### config.mk
export PLATFORM = sky130hd
export DESIGN_NAME = fmul_arbiter
export DESIGN_NICKNAME = d
export VERILOG_FILES = /design/src/rtl/fmul_arbiter.sv
export SDC_FILE = /design/constraint.sdc
export NUM_CORES = 1
export LEC_CHECK = 0
export ABC_AREA = 1
export ABC_CLOCK_PERIOD_IN_PS = 2500
export CAP_MARGIN = 20
export CELL_PAD_IN_SITES_DETAIL_PLACEMENT = 1
export CELL_PAD_IN_SITES_GLOBAL_PLACEMENT = 1
export CORE_AREA = 3 3 309 311
export DETAILED_ROUTE_END_ITERATION = 10
export DIE_AREA = 0 0 312 314
export PLACE_DENSITY = 0.5
export SLEW_MARGIN = 30
export SYNTH_ARGS = -nofsm -noshare
export SYNTH_HDL_FRONTEND = slang
export SYNTH_SLANG_ARGS = --single-unit
### constraint.sdc
create_clock -name clk -period 2.5 [get_ports clk]
set_input_delay 0.625 -clock clk [delete_from_list [all_inputs] [get_ports clk]]
set_output_delay 0.625 -clock clk [all_outputs]
set_load 0.005 [all_outputs]
### src/rtl/fmul_arbiter.sv
// rtl/fmul_arbiter.sv - round-robin arbiter sharing one pipelined FP multiplier among NREQ requesters
module fmul_arbiter #(
  parameter int NREQ          = 4,
  parameter int precision_LEN = 64,
  parameter int MUL_LAT       = 1
) (
  input  logic                            clk,
  input  logic                            arst,
  input  logic [NREQ-1:0]                 req_valid,
  output logic [NREQ-1:0]                 req_ready,
  input  logic [NREQ*precision_LEN-1:0]   req_a,
  input  logic [NREQ*precision_LEN-1:0]   req_b,
  input  logic                            hold,
  output logic                            mul_enable,
  output logic [precision_LEN-1:0]        mul_a,
  output logic [precision_LEN-1:0]        mul_b,
  input  logic [precision_LEN-1:0]        mul_result,
  input  logic                            mul_valid,
  input  logic [2:0]                      mul_flags,
  output logic [NREQ-1:0]                 rsp_valid,
  output logic [precision_LEN-1:0]        rsp_result,
  output logic [2:0]                      rsp_flags,
  output logic [2:0]                      inflight,
  output logic                            err
);

  localparam int IW = (NREQ > 1) ? $clog2(NREQ) : 1;
  localparam logic [NREQ-1:0] ONE = NREQ'(1);

  logic [IW-1:0]       r_last_grant;
  logic [MUL_LAT-1:0]  r_pipe_vld;
  logic [IW-1:0]       r_pipe_tag   [MUL_LAT];
  logic [2:0]          r_pipe_flags [MUL_LAT];
  logic [2:0]          r_inflight;
  logic                r_err;

  logic                w_found;
  logic [IW-1:0]       w_win;
  logic [IW-1:0]       w_cand;
  logic                w_grant;
  logic                w_out_vld;
  logic                w_rsp;

  // Round-robin search starting one past the last winner; first valid requester wins.
  always_comb begin
    w_found = 1'b0;
    w_win   = '0;
    w_cand  = '0;
    for (int k = 1; k <= NREQ; k++) begin
      w_cand = IW'((int'(r_last_grant) + k) % NREQ);
      if (!w_found && req_valid[w_cand]) begin
        w_found = 1'b1;
        w_win   = w_cand;
      end
    end
  end

  // A grant needs a winner, no hold, and the block out of reset.
  assign w_grant    = w_found & ~hold & ~arst;
  assign req_ready  = w_grant ? (ONE << w_win) : '0;
  assign mul_enable = w_grant;
  assign mul_a      = w_grant ? req_a[w_win*precision_LEN +: precision_LEN] : '0;
  assign mul_b      = w_grant ? req_b[w_win*precision_LEN +: precision_LEN] : '0;

  // Pipeline output lines up with the multiplier's valid MUL_LAT cycles after issue.
  assign w_out_vld  = r_pipe_vld[MUL_LAT-1];
  assign w_rsp      = w_out_vld & mul_valid;
  assign rsp_valid  = w_rsp ? (ONE << r_pipe_tag[MUL_LAT-1]) : '0;
  assign rsp_result = w_rsp ? mul_result : '0;
  assign rsp_flags  = w_rsp ? r_pipe_flags[MUL_LAT-1] : 3'b000;
  assign inflight   = r_inflight;
  assign err        = r_err;

  // Round-robin pointer moves only on an actual grant.
  always_ff @(posedge clk or posedge arst) begin
    if (arst) begin
      r_last_grant <= IW'(NREQ - 1);
    end else if (w_grant) begin
      r_last_grant <= w_win;
    end
  end

  // Tag/flag shift pipeline tracking each issued operation until its result returns.
  always_ff @(posedge clk or posedge arst) begin
    if (arst) begin
      r_pipe_vld <= '0;
      for (int k = 0; k < MUL_LAT; k++) begin
        r_pipe_tag[k]   <= '0;
        r_pipe_flags[k] <= 3'b000;
      end
    end else begin
      r_pipe_vld[0]   <= w_grant;
      r_pipe_tag[0]   <= w_grant ? w_win : '0;
      r_pipe_flags[0] <= w_grant ? mul_flags : 3'b000;
      for (int k = 1; k < MUL_LAT; k++) begin
        r_pipe_vld[k]   <= r_pipe_vld[k-1];
        r_pipe_tag[k]   <= r_pipe_tag[k-1];
        r_pipe_flags[k] <= r_pipe_flags[k-1];
      end
    end
  end

  // Outstanding count: +1 on issue, -1 when a tag leaves the pipeline (delivered or dropped).
  always_ff @(posedge clk or posedge arst) begin
    if (arst) begin
      r_inflight <= 3'd0;
    end else begin
      case ({w_grant, w_out_vld})
        2'b10:   r_inflight <= r_inflight + 3'd1;
        2'b01:   r_inflight <= r_inflight - 3'd1;
        default: r_inflight <= r_inflight;
      endcase
    end
  end

  // Sticky error when the multiplier's valid disagrees with the expected return slot.
  always_ff @(posedge clk or posedge arst) begin
    if (arst) begin
      r_err <= 1'b0;
    end else if (mul_valid ^ w_out_vld) begin
      r_err <= 1'b1;
    end
  end

endmodule

==> metrics.cfg <==
[setup_path]
startpoint = r_last_grant[0]$_DFFE_PP1P_
start_kind = register
path_common_cell = buf_6
critical-path-max-stage-delay_ns = 0.57
r2r_cells = 21
crit_fanout = 5
arrival_ns = 2.94
crit_path_top_delay_cell = dfstp_2
regToRegSetupSlack_ns = -0.80
reg2reg_to = inflight[2]$_DFFE_PP0P_
crit_type = register to output pin
required_ns = 1.88
reg2reg_from = r_last_grant[0]$_DFFE_PP1P_
setup.worst_path.end_class = output pin
cp_cell_sequence = buf_6 -> clkinvlp_4 -> nand2_2 -> nand2_4 -> nand2_4 -> nand2_4 -> nor2_4 -> nand2_2 -> nor3_4 -> buf_6 -> a21oi_4 -> buf_12 -> buf_16 -> buf_12 -> buf_6 -> buf_6 -> buf_6 -> nand2_2 -> a21oi_2 -> buf_2

[yosys]
syn_inst = 1557
synth_compound_area_frac = 0.0955
ys_ff_latch = 12
synth_top_family_by_area = simple AND/OR/NAND/NOR gates
synth_xor_area_frac = 0.00244
synth_top_cell_by_area = nand2_1
syn_area_per_cell_um2 = 4.62
netlist-cell-type-count = 28
ys_warn_count = 0
synthAdderAreaFrac = 0.00626
synth.area.top_cells = nand2_1 46%, nand4_1 22%, a21oi_1 9.0%
yosys.area_share.simple = 0.699
synth_mux_area_frac = 0
netlist_area_um2 = 7190
netlist.area_leader.share = 0.456
ys_seq_area_frac = 0.0421
synth.net_count = 2147

[timing]
fin_crit_ns = 3.57
slew_headroom = 0.838
max_freq_mhz = 281
final.setup.worst_slack_ns = -1.07
period_share = 1.43
worst_pin_slew_ns = 0.243
rsz0062_at_grt = true
finClkSkew_ns = 0.000903
slew_violations = 0
setup_violations = 142
finalHoldViolations = 0

[global_route]
grtUsageTotal = 0.172
grt_pass1_wl_mm = 123
antenna_found_initial = 25
grt_max_degree = 41
grt-ovfl-total = 0
grt_pass1_vias = 15773

[pwr]
powerDensity_nw_per_um2 = 2020
max-vdd-ir-drop_mv = 0.898
p_sw_frac = 0.508
clkPwrFrac = 0.007
p_leak_nw = 11.0
share_seq_of_total_power = 0.007
power_switching_mw = 23.4
combPwrFrac = 0.985
intPower_mw = 22.6

[layout]
areaGrowthSynthToFinish_pct = 217
mostFrequentLayoutCells = 611 x clkdlybuf4s50_1, 564 x nand2_1, 256 x nand4_1
fillers = 11328
design_area_um2 = 22800
nNetsFinal = 3184
final_layout_size_suffix_gt1_frac = 0.383
stdcell_count = 3849
final_common_cell = clkdlybuf4s50_1

[placement]
buffer_ports.inserted = 794
hpwl_mm = 65.4
gp_congestion = 0.850
dpl-instance-area_um2 = 17800
dp.cells = 3604

[clock_tree]
clockBufferDepth = 2
cts_made_buffers = 3
clk_latency_ns = 0.24
cts.sinks = 12
cts_hold_buf = 0
htreeDepth = 1
cts_tree = yes
clk_pin_slew_ns = 0.05
clock_tree.root_cell = clkbuf_16

[min_path]
hp-class = register to register
holdPathStages = 1
min_from = err$_DFFE_PP0P_
min_to = err$_DFFE_PP0P_

[detailed_routing]
vias = 15063
drcViolationCount = 0
dr.pass1.iters = 5
drtIter0Drc = 655
routed_wl_mm = 91.8
wire_per_inst_um = 23.8
antenna_left = 0
viasPerCell = 3.91

[floorplanning]
core_um2 = 93000
dieArea_um2 = 98000
io_pins = 795
start_util = 0.0773
die_w_um = 312
row_count = 112
die_height_um = 314

[run]
maxCapViolCount = 0

[run_status]
violations = setup timing
status = complete, but fails checks

[cell families (layout without fill, tap and decap cells)]
kind of cell    count (synthesis)  after routing
flops                          12             12
buf+inv                       250           1286
simple gates                 1154           1154
other cells                     0              2
fa+ha+maj                       3              3
compound gates                136            136
xor+xnor                        2              2
[stage by stage]
| stage | util | TNS, ns | hold WS [ns] | total power, mW | setup slack, ns |
|---|---|---|---|---|---|
| finish | 0.245 | -124.00 | 0.475 | 46.0 | -1.07 |
| global route | 0.245 | -143.03 | 0.499 | 49.3 | -1.18 |
| CTS | 0.223 | -126.35 | 0.476 | 39.1 | -1.24 |
| detailed placement | 0.191 | -218.64 | 0.460 | 27.0 | -1.52 |
| global placement | 0.191 | -218.57 | 0.458 | 27.0 | -1.54 |
| floorplan | - | -8.88 | 0.465 | 13.9 | -0.0706 |
[power groups by stage]
stage / Clock, mW / Combinational (mW) / Sequential, mW
6_report: 0.339 / 45.3 / 0.336
5_1_grt: 0.352 / 48.6 / 0.347
4_1_cts: 0.340 / 38.4 / 0.332
3_5_place_dp: 0 / 26.6 / 0.336
3_3_place_gp: 0 / 26.7 / 0.336
2_1_floorplan: 0 / 13.6 / 0.314
[area by class of cell]
type	count	area (µm²)	area share
timing repair buffer	1194	12900	0.565
multi-input combinational	1295	7610	0.333
clock buffer	4	88.8	0.00389
timing repair inverter	1	7.51	0.000329
antenna	2	5.00	0.000219
inverter	87	337	0.0148
sequential	12	303	0.0133
tap	1254	1570	0.0688
[how the worst max path moves through the flow]
stage,endpoint,slack [ns],depth (start not counted)
floorplan,mul_a[10],-0.07,14
global placement,mul_b[0],-1.54,15
detailed placement,mul_b[34],-1.52,15
CTS,mul_b[34],-1.24,17
global route,mul_b[15],-1.18,20
finish,mul_b[15],-1.07,20
[layer usage]
metal / GRT usage / part of all wire
met4: 0.0208 / 0.016
met5: 0 / 0.00069
met3: 0.0426 / 0.067
met2: 0.316 / 0.51
met1: 0.207 / 0.41
[state kept, by name (all words and copies together) (netlist names)]
name and count:
inflight 3, r_pipe_vld 1, r_pipe_flags 3, err 1, r_last_grant 2, r_pipe_tag 2
[critical path, delay by kind of cell (launching register included)]
family / cells / cell delay [ns]
AND/OR/NAND/NOR: 8 / 0.81
AO/OA/AOI/OAI: 2 / 0.08
buffers and inverters: 10 / 1.21
flip-flops: 1 / 0.57
[repair_timing]
| action | CTS | global route |
|---|---|---|
| setup endpoints to repair | 210 | 180 |
| hold endpoints to repair | 0 | 0 |
| pin swaps | 62 | 185 |
| gates resized for setup | 851 | 540 |
| gates cloned | 40 | 12 |
| setup buffers | 129 | 80 |
[synth_stat cells]
master	n
nand2_1	874
or2_2	1
ha_1	2
nor2_4	1
nor3_1	6
xnor2_1	2
nand4_1	256
inv_4	1
inv_2	2
clkbuf_1	38
nand2_2	1
nand2b_1	1
buf_1	21
nand3_2	4
fa_1	1
dfrtp_1	10
nand3_1	3
o21bai_1	1
dfstp_2	2
o21ai_1	1
buf_2	89
a21oi_2	1
inv_1	84
o21ai_0	4
nor2_1	6
a21oi_1	129
nor3_2	1
buf_4	15
Power figures use the tool's default switching activity.
